$ cat config.mk
export PLATFORM = sky130hd
export DESIGN_NAME = alu_seq
export DESIGN_NICKNAME = d
export VERILOG_FILES = /design/src/rtl/alu_pkg.sv /design/src/rtl/alu_mul_seq.sv /design/src/rtl/alu_seq.sv
export SDC_FILE = /design/constraint.sdc
export NUM_CORES = 1
export LEC_CHECK = 0
export CAP_MARGIN = 20
export CELL_PAD_IN_SITES_DETAIL_PLACEMENT = 0
export CELL_PAD_IN_SITES_GLOBAL_PLACEMENT = 1
export CORE_UTILIZATION = 33
export CTS_BUF_LIST = sky130_fd_sc_hd__clkbuf_8
export CTS_CLUSTER_DIAMETER = 40
export DETAILED_ROUTE_END_ITERATION = 10
export GPL_TIMING_DRIVEN = 0
export PLACE_DENSITY_LB_ADDON = 0.1
export SLEW_MARGIN = 20
export SYNTH_ARGS = -nofsm -noshare
export SYNTH_HDL_FRONTEND = slang
export SYNTH_HIERARCHICAL = 1
export SYNTH_SLANG_ARGS = --single-unit
$ cat constraint.sdc
create_clock -name alu_clk -period 1.3 [get_ports alu_clk]
set_input_delay 0.13 -clock alu_clk [delete_from_list [all_inputs] [get_ports alu_clk]]
set_output_delay 0.13 -clock alu_clk [all_outputs]
set_load 0.1 [all_outputs]
$ cat src/rtl/alu_pkg.sv
// Shared opcode values and FSM state encoding for alu_seq, its multiplier and the bench.
// The optional multiplier is selected with the ALU_MUL_EN macro in alu_seq.
package alu_pkg;

    localparam logic [2:0] OP_PASS = 3'b000;
    localparam logic [2:0] OP_INC  = 3'b001;
    localparam logic [2:0] OP_DEC  = 3'b010;
    localparam logic [2:0] OP_ADD  = 3'b011;
    localparam logic [2:0] OP_SUB  = 3'b100;
    localparam logic [2:0] OP_AND  = 3'b101;
    localparam logic [2:0] OP_XOR  = 3'b110;
    localparam logic [2:0] OP_MUL  = 3'b111;

    typedef enum logic [1:0] {
        ST_IDLE = 2'b00,
        ST_MUL  = 2'b01,
        ST_HOLD = 2'b10
    } alu_state_e;

endpackage

$ cat src/rtl/alu_mul_seq.sv
// Shift-add multiplier: one multiplier bit per cycle, WIDTH cycles from start to a one-cycle
// done pulse, with the full 2*WIDTH product held on product until the next start.
module alu_mul_seq #(
    parameter int WIDTH = 8
) (
    input  logic               clk,
    input  logic               rst,
    input  logic               start,
    input  logic [WIDTH-1:0]   a,
    input  logic [WIDTH-1:0]   b,
    output logic               done,
    output logic [2*WIDTH-1:0] product
);

    localparam int CW = $clog2(WIDTH + 1);

    logic [2*WIDTH-1:0] acc_q,    acc_d;
    logic [2*WIDTH-1:0] mcand_q,  mcand_d;
    logic [WIDTH-1:0]   mplier_q, mplier_d;
    logic [CW-1:0]      cnt_q,    cnt_d;
    logic               busy_q,   busy_d;
    logic               done_q,   done_d;

    always_comb begin
        acc_d    = acc_q;
        mcand_d  = mcand_q;
        mplier_d = mplier_q;
        cnt_d    = cnt_q;
        busy_d   = busy_q;
        done_d   = 1'b0;
        if (start) begin
            acc_d    = '0;
            mcand_d  = {{WIDTH{1'b0}}, a};
            mplier_d = b;
            cnt_d    = '0;
            busy_d   = 1'b1;
        end else if (busy_q) begin
            if (mplier_q[0]) begin
                acc_d = acc_q + mcand_q;
            end
            mcand_d  = mcand_q << 1;
            mplier_d = mplier_q >> 1;
            cnt_d    = cnt_q + CW'(1);
            // Last multiplier bit consumed this cycle: product is final after this edge.
            if (cnt_q == CW'(WIDTH - 1)) begin
                busy_d = 1'b0;
                done_d = 1'b1;
            end
        end
    end

    always_ff @(posedge clk or posedge rst) begin
        if (rst) begin
            acc_q    <= '0;
            mcand_q  <= '0;
            mplier_q <= '0;
            cnt_q    <= '0;
            busy_q   <= 1'b0;
            done_q   <= 1'b0;
        end else begin
            acc_q    <= acc_d;
            mcand_q  <= mcand_d;
            mplier_q <= mplier_d;
            cnt_q    <= cnt_d;
            busy_q   <= busy_d;
            done_q   <= done_d;
        end
    end

    assign done    = done_q;
    assign product = acc_q;

endmodule

$ cat src/rtl/alu_seq.sv
// Handshaked ALU with registered result and z/c/n/err flags. Define ALU_MUL_EN to build the
// WIDTH-cycle multiplier; otherwise opcode 111 completes in one cycle and raises flag_err.
module alu_seq
    import alu_pkg::*;
#(
    parameter int WIDTH = 8
) (
    input  logic             alu_clk,
    input  logic             reset,
    input  logic             in_valid,
    output logic             in_ready,
    input  logic [2:0]       opcode,
    input  logic [WIDTH-1:0] accum,
    input  logic [WIDTH-1:0] data,
    output logic             acc_zero,
    output logic             out_valid,
    input  logic             out_ready,
    output logic [WIDTH-1:0] alu_out,
    output logic             flag_z,
    output logic             flag_c,
    output logic             flag_n,
    output logic             flag_err,
    output alu_state_e       dbg_state
);

    // Handshake: an input transfer happens on a clock edge where in_valid && in_ready; an output
    // transfer where out_valid && out_ready. out_valid and the result stay stable until taken.

    alu_state_e       state_q, state_d;
    logic [WIDTH-1:0] res_q,   res_d;
    logic             z_q, z_d, c_q, c_d, n_q, n_d, err_q, err_d;

    logic             accept;
    logic             is_mul;
    logic             mul_start;
    logic [WIDTH:0]   ext_r;
    logic             err_r;

    assign in_ready = (state_q == ST_IDLE) || ((state_q == ST_HOLD) && out_ready);
    assign accept   = in_valid && in_ready;
    assign acc_zero = (accum == '0);

`ifdef ALU_MUL_EN
    logic               mul_done;
    logic [2*WIDTH-1:0] mul_prod;

    assign is_mul = (opcode == OP_MUL);
    assign err_r  = 1'b0;

    alu_mul_seq #(.WIDTH(WIDTH)) u_mul (
        .clk     (alu_clk),
        .rst     (reset),
        .start   (mul_start),
        .a       (accum),
        .b       (data),
        .done    (mul_done),
        .product (mul_prod)
    );
`else
    assign is_mul = 1'b0;
    assign err_r  = (opcode == OP_MUL);
`endif

    // One extra bit carries the carry-out / borrow of the single-cycle operations.
    always_comb begin
        ext_r = '0;
        case (opcode)
            OP_PASS: ext_r = {1'b0, accum};
            OP_INC:  ext_r = {1'b0, accum} + {{WIDTH{1'b0}}, 1'b1};
            OP_DEC:  ext_r = {1'b0, accum} - {{WIDTH{1'b0}}, 1'b1};
            OP_ADD:  ext_r = {1'b0, accum} + {1'b0, data};
            OP_SUB:  ext_r = {1'b0, accum} - {1'b0, data};
            OP_AND:  ext_r = {1'b0, accum & data};
            OP_XOR:  ext_r = {1'b0, accum ^ data};
            default: ext_r = '0;
        endcase
    end

    always_comb begin
        state_d   = state_q;
        res_d     = res_q;
        z_d       = z_q;
        c_d       = c_q;
        n_d       = n_q;
        err_d     = err_q;
        mul_start = 1'b0;
        case (state_q)
            ST_IDLE, ST_HOLD: begin
                if (accept) begin
                    if (is_mul) begin
                        mul_start = 1'b1;
                        state_d   = ST_MUL;
                    end else begin
                        res_d   = ext_r[WIDTH-1:0];
                        z_d     = (ext_r[WIDTH-1:0] == '0);
                        c_d     = ext_r[WIDTH];
                        n_d     = ext_r[WIDTH-1];
                        err_d   = err_r;
                        state_d = ST_HOLD;
                    end
                end else if ((state_q == ST_HOLD) && out_ready) begin
                    state_d = ST_IDLE;
                end
            end
`ifdef ALU_MUL_EN
            ST_MUL: begin
                if (mul_done) begin
                    res_d   = mul_prod[WIDTH-1:0];
                    z_d     = (mul_prod[WIDTH-1:0] == '0);
                    c_d     = |mul_prod[2*WIDTH-1:WIDTH];
                    n_d     = mul_prod[WIDTH-1];
                    err_d   = 1'b0;
                    state_d = ST_HOLD;
                end
            end
`endif
            default: state_d = ST_IDLE;
        endcase
    end

    always_ff @(posedge alu_clk or posedge reset) begin
        if (reset) begin
            state_q <= ST_IDLE;
            res_q   <= '0;
            z_q     <= 1'b0;
            c_q     <= 1'b0;
            n_q     <= 1'b0;
            err_q   <= 1'b0;
        end else begin
            state_q <= state_d;
            res_q   <= res_d;
            z_q     <= z_d;
            c_q     <= c_d;
            n_q     <= n_d;
            err_q   <= err_d;
        end
    end

    assign out_valid = (state_q == ST_HOLD);
    assign alu_out   = res_q;
    assign flag_z    = z_q;
    assign flag_c    = c_q;
    assign flag_n    = n_q;
    assign flag_err  = err_q;
    assign dbg_state = state_q;

endmodule
==> summary.txt, run 1 <==
CTS Root Cell = clkbuf_8
final worst-path cycle share = 196%
Slew Limit Headroom = 63.6%
Max Cap Viol = 0
Post-CTS Hold Fix Bufs = 0
CP max FO = 5
crit start category = input port
Synth Area in XOR/XNOR = 4.11%
post-route minimum period = 2.55 ns
fmax = 393 MHz
HPWL reported at the end of detailed placement = 3640 um
register bit total from synthesis = 12
Syn Nets = 231
total gr overflow = 0
final net count = 305
Total GRT Usage = 20.5%
CTS max path bufs = 2
largest area contributor in the netlist = dfrtp_1
1st-iter DRT viols = 94
mux contribution to synthesized area = 1.43%
ANT cells = 0
I/O Buffers = 37
yosys warns = 6
H-tree Lvls = 1
Placed Area = 2030 um^2
clock skew = 0.00285 ns
Worst EP arrival = 2.68 ns
WHS = 0.204 ns
required time worst endpoint = 1.44 ns
largest family of logic cells by synthesized area = compound AO/OA/AOI/OAI gates
area grow syn2layout = 71.0%
GPL Wtd Cong = 0.862
number of setup violations in the final report = 10
Die Span Y = 69.2 um
I/O Pins = 40
crit end category = flip-flop
initial antenna violation count = 0
final WL = 5440 um
slowest cell delay on critical path = 0.58 ns
Die Footprint = 4790 um^2
CTS buffer count = 3
first-pass GRT wire length = 8090 um
Remaining DRCs = 0
Slowest-stage cell, CP = or4_4
clk_lat worst skew = 0.24 ns
worst slew pin tran = 0.544 ns
Compound-Gate Fraction of Synth Area = 32.3%
Seq/Total Area, Yosys = 20.2%
status = finished with violations
fin worst setup slack = -1.25 ns
Worst-path clk slew = 0.06 ns
HP Class = input port to async pin
WS Path Type = input port to flip-flop
final hold viol count = 0
Yosys cell types = 46
ys flop type = dfrtp_1
largest cells by area after synthesis = dfrtp_1, ha_1, o21ai_0
dpl ws = -2.15 ns
Core Rows = 24
number of detailed-route iterations in the first pass = 4
RSZ-0062 raised after global routing = yes
vias in the first global route = 1,701
max-slew violations = 0
Core Box Area = 4350 um^2
failing checks = setup timing
Post-Synth Adder-Cell Area = 16.5%
clk sinks = 12
Avg Inst Size Synth = 7.88 um^2
layout cells sized above 1 = 50.0%
largest net degree at the start of global routing = 13
detailed-route via count = 1,769
Post-synth EDFFs = 0
Simple-Gate Fraction of Synth Area = 20.3%
Leak = 1.10 nW
fraction of registers with async set or reset after synthesis = 100%
post-synthesis cell count = 189
Cell Pwr Density = 970 nW/um^2
TritonCTS clock tree = built
Die W = 69.2 um
antenna-violating nets left = 0
maximum VDD drop = 0.935 mV
design area = 2550 um^2
cell-by-cell trace of the critical path = buf_12 -> or4_4 -> nor2_4 -> xnor2_1 -> o21ai_1 -> ha_2 -> o21ai_4 -> nand2b_1 -> nand2_1 -> or3_1 -> a31o_2 -> o41ai_2
WL/cell = 17.3 um
top-area cell type share of the netlist area = 20.2%
Starting Density = 34.2%
Vias/cell = 5.63
Post-Syn Area = 1490 um^2
==> area by class of cell <==
type / count / area, um^2
tap: 52 / 65.1
sequential: 12 / 305
multi-input combinational: 161 / 1400
buffer: 9 / 96.3
timing repair buffer: 69 / 588
fill: 403 / 1810
clock buffer: 4 / 55.1
inverter: 7 / 42.5
==> kinds of logic after synthesis <==
family,Yosys count
buffers and inverters,16
and+or+nand+nor,62
adders and majority gates,19
muxes,2
AOI/OAI and AO/OA,70
other,1
DFF,12
xor gates and xnor gates,7
==> placed cells by master (no fill, tap or decap), types with 4 or more instances in the layout <==
master	instances
clkdlybuf4s18_2	7
ha_1	11
buf_4	34
xnor2_1	4
o21ai_1	8
clkbuf_8	4
clkdlybuf4s50_1	5
dfrtp_1	10
a22oi_1	6
buf_2	12
ha_4	4
o21ai_0	10
nand2b_1	6
o21ai_2	7
a22o_1	4
nor2_1	10
buf_6	5
nand2_1	16
==> state kept, by name, indices dropped and copies added (netlist names) <==
signal     count
alu_out        8
dbg_state      1
flag_c         1
flag_err       1
flag_z         1
==> critical path, delay by kind of cell <==
family / cells / cell delay (ns)
AND/OR/NAND/NOR: 5 / 1.22
AO/OA/AOI/OAI: 4 / 0.71
adder cells (fa/ha/maj): 1 / 0.39
buffers and inverters: 1 / 0.11
XOR/XNOR: 1 / 0.11
==> routing by layer <==
metal  share of wire (%)  up-vias  wire length, um  global-route usage, %
met5                   0        -                0                      0
li1                    -      852                -                      -
met4                0.85        0               46                   1.59
met3                 3.1        6              168                   3.49
met2                  52       41             2810                   35.4
met1                  44      870             2410                   27.9
==> timing repair <==
item / in CTS / in global routing
pin swaps: 32 / 32
cloned: 0 / 0
resized for setup: 154 / 55
hold endpoints to repair: 0 / 0
setup buffers: 20 / 13
setup endpoints to repair: 27 / 20
==> power breakdown <==
| part | internal (W) | total, W | switching [W] | leakage, nW |
|---|---|---|---|---|
| registers | 0.000438 | 0.000473 | 0.0000350 | 0.149 |
| clock network | 0.000268 | 0.000407 | 0.000139 | 0.0288 |
| logic | 0.000541 | 0.00159 | 0.00105 | 0.926 |
==> synthesized netlist by cell type, drive strengths merged (2+ instances only) <==
| cell | instances |
|---|---|
| nor2b | 3 |
| o21a | 3 |
| ha | 18 |
| or3 | 2 |
| xor2 | 3 |
| o31a | 2 |
| o31ai | 4 |
| or4 | 4 |
| o41ai | 2 |
| xnor2 | 4 |
| o21ai | 27 |
| inv | 7 |
| nor4 | 3 |
| nand2b | 9 |
| a22o | 5 |
| a21oi | 5 |
| a211oi | 4 |
| nor3 | 3 |
| nand2 | 20 |
| a22oi | 6 |
| dfrtp | 12 |
| clkbuf | 4 |
| nor2 | 15 |
| a21o | 4 |
| buf | 5 |
| a31o | 3 |
| o2bb2ai | 2 |
==> final timing paths <==
path	startpoint	depth (start not counted)	to	slack, ns
worst max-delay path	data[1]	12	flag_z$_DFFE_PP0P_	-1.25
worst min-delay path	reset	2	flag_c$_DFFE_PP0P_	0.20
worst max register to register	dbg_state[1]$_DFFE_PP0P_	5	flag_z$_DFFE_PP0P_	-0.37
worst min register to register	alu_out[1]$_DFFE_PP0P_	2	alu_out[1]$_DFFE_PP0P_	0.48
max in group asynchronous	reset	2	dbg_state[1]$_DFFE_PP0P_	0.74
min in group alu_clk	opcode[2]	3	alu_out[3]$_DFFE_PP0P_	0.33
==> through the flow <==
stage               TNS [ns]  instances  util [%]  total power, W
floorplan              -8.34        189         -         0.00148
global placement      -22.35        278      46.7         0.00182
detailed placement    -22.87        278      46.7         0.00185
CTS                    -7.66        302      53.3         0.00232
global route           -8.11        314      58.5         0.00258
finish                 -7.43        314      58.5         0.00247
(Power assumes the default switching activity.)
==> run 2: changes to the inputs <==
- SKIP_CTS_REPAIR_TIMING: default -> 1
- SLEW_MARGIN: 20 -> default
==> summary.txt, run 2 (synthesis gave the netlist of run 1 again) <==
status = finished with violations
failing checks = setup timing
antenna-violating nets left = 0 (unchanged)
Overall Power = 0.00231 W (-6.5%)
Int Power = 0.00115 W (-7.8%)
Seq pwr share = 20.5% (+1.4 points)
CTS Root Cell = clkbuf_8
1st-iter DRT viols = 63 (-33%)
Worst R2R End = flag_z$_DFFE_PP0P_
max reg flops = 8 (unchanged)
Worst-path clk slew = 0.06 ns (about the same)
fmax = 391 MHz (-0.32%)
design area = 2320 um^2 (-8.9%)
TritonCTS clock tree = built
final WL = 4840 um (-11%)
worst slew pin tran = 0.553 ns (+0.00827 ns)
number of detailed-route iterations in the first pass = 4 (unchanged)
commonest non-fill, non-tap cell in the layout = buf_4
ANT cells = 0 (unchanged)
CTS max path bufs = 2 (unchanged)
CTS buffer count = 3 (unchanged)
required time worst endpoint = 1.44 ns (about the same)
FF/Latch Area = 305 um^2 (unchanged)
clk_lat worst skew = 0.24 ns (about the same)
Cell Pwr Density = 996 nW/um^2 (+2.7%)
layout cells sized above 1 = 40.9% (-9.1 points)
Die Span Y = 69.2 um (unchanged)
vias in the first global route = 1,545 (-9.2%)
final net count = 295 (-3.3%)
r2r setup slk = -0.32 ns (+0.05 ns)
total gr overflow = 0 (unchanged)
GPL Wtd Cong = 0.862 (unchanged)
footprint of the multi-input gates = 1270 um^2 (-9.2%)
Core Box Area = 4350 um^2 (unchanged)
number of setup violations in the final report = 11 (+1)
fin worst setup slack = -1.26 ns (-0.00824 ns)
clock skew = 0.00380 ns (+0.000945 ns)
Filler Cells Inserted = 425 (+5.5%)
sw power = 0.00116 W (-5.2%)
H-tree Lvls = 1 (unchanged)
switching share of power = 50.3% (+0.71 points)
CP max FO = 5 (unchanged)
Slew Limit Headroom = 63.3% (-0.26 points)
area grow syn2layout = 55.8%
FF-to-FF Start = dbg_state[1]$_DFFE_PP0P_
first-pass GRT wire length = 7280 um (-10%)
detailed-route via count = 1,694 (-4.2%)
commonest cells after routing, fill and taps aside = buf_4, nand2_1, o21ai_0
post-route minimum period = 2.56 ns (+0.00824 ns)
Vias/cell = 5.57 (-1.1%)
largest net degree at the start of global routing = 13 (unchanged)
maximum VDD drop = 0.897 mV (-4.0%)
final worst-path cycle share = 197% (+0.63 points)
Reg2Reg Depth = 5 (unchanged)
Layout Cells excl Fill = 304 (-3.2%)
Placed Area = 2030 um^2 (unchanged)
crit end category = flip-flop
Total GRT Usage = 18.5% (-2.1 points)
RSZ-0062 raised after global routing = yes
HPWL reported at the end of detailed placement = 3640 um (unchanged)
Leak = 1.07 nW (-2.9%)
HP Class = input port to async pin
Max Cap Viol = 0 (unchanged)
crit start category = input port
Worst EP arrival = 2.69 ns (about the same)
I/O Pins = 40 (unchanged)
Remaining DRCs = 0 (unchanged)
Logic pwr share = 61.9% (-2.5 points)
Die W = 69.2 um (unchanged)
final hold viol count = 0 (unchanged)
initial antenna violation count = 0 (unchanged)
max-slew violations = 0 (unchanged)
placed cells = 278 (unchanged)
I/O Buffers = 37 (unchanged)
WL/cell = 15.9 um (-8.1%)
Die Footprint = 4790 um^2 (unchanged)
clk sinks = 12 (unchanged)
clock power share = 17.7% (+1.2 points)
WS Path Type = input port to flip-flop
Starting Density = 34.2% (unchanged)
Core Rows = 24 (unchanged)
-- run 2: worst max path at each step --
stage                                     to       from  cells after the start  slack, ns
final                     flag_z$_DFFE_PP0P_    data[0]                     11      -1.26
after global routing      flag_z$_DFFE_PP0P_  opcode[1]                     13      -1.33
after CTS                 flag_z$_DFFE_PP0P_  opcode[0]                     15      -1.90
after detailed placement  flag_z$_DFFE_PP0P_  opcode[0]                     15      -2.15
after global placement    flag_z$_DFFE_PP0P_  opcode[0]                     15      -2.12
after floorplan           flag_z$_DFFE_PP0P_  opcode[2]                     15      -1.31
-- run 2: final cells by class --
cell class	count	area share [%]
multi-input cells	161	54.6
clock buffers	4	2.37
flip-flops and latches	12	13.2
plain buffers	9	4.15
well taps	52	2.80
inverters	7	1.62
repair buffers	59	21.3
-- run 2: per-stage QoR --
stage | util, % | hold slack [ns] | worst slack (ns) | TNS (ns)
floorplan | - | -0.00535 | -1.31 | -8.34
global placement | 46.7 | 0.454 | -2.12 | -22.35
detailed placement | 46.7 | 0.472 | -2.15 | -22.87
CTS | 48.0 | 0.226 | -1.90 | -24.04
global route | 53.3 | 0.262 | -1.33 | -9.36
finish | 53.3 | 0.198 | -1.26 | -8.21
-- run 2: metal layers --
layer  global-route usage [%]  vias to the layer above  routed length, um
met5                        0                        -                  0
met4                     1.36                        0                 26
met3                     3.49                        4                149
met2                     31.2                       40               2390
met1                     25.5                      824               2270
li1                         -                      826                  -
-- run 2: critical path, stage by stage --
cell	delay [ns]
buf_8	0.11
or4_4	0.57
nor2_4	0.15
xnor2_2	0.13
o21ai_2	0.08
ha_2	0.21
or4_4	0.53
nor2_4	0.13
o31ai_2	0.06
a31o_2	0.27
o41ai_2	0.32
-- run 2: power by group through the flow --
stage	registers, W	clock network (W)	logic [W]
finish	0.000473	0.000408	0.00143
global route	0.000482	0.000434	0.00151
CTS	0.000475	0.000417	0.00137
detailed placement	0.000481	0	0.00136
global placement	0.000478	0	0.00134
floorplan	0.000934	0	0.000549
==> run 3: changes to the inputs <==
- CTS_BUF_LIST: sky130_fd_sc_hd__clkbuf_8 -> sky130_fd_sc_hd__clkbuf_2 sky130_fd_sc_hd__clkbuf_4 sky130_fd_sc_hd__clkbuf_8
==> results of run 3 <==
Same layout as run 2: the final DEF is identical, and so are final timing and power.
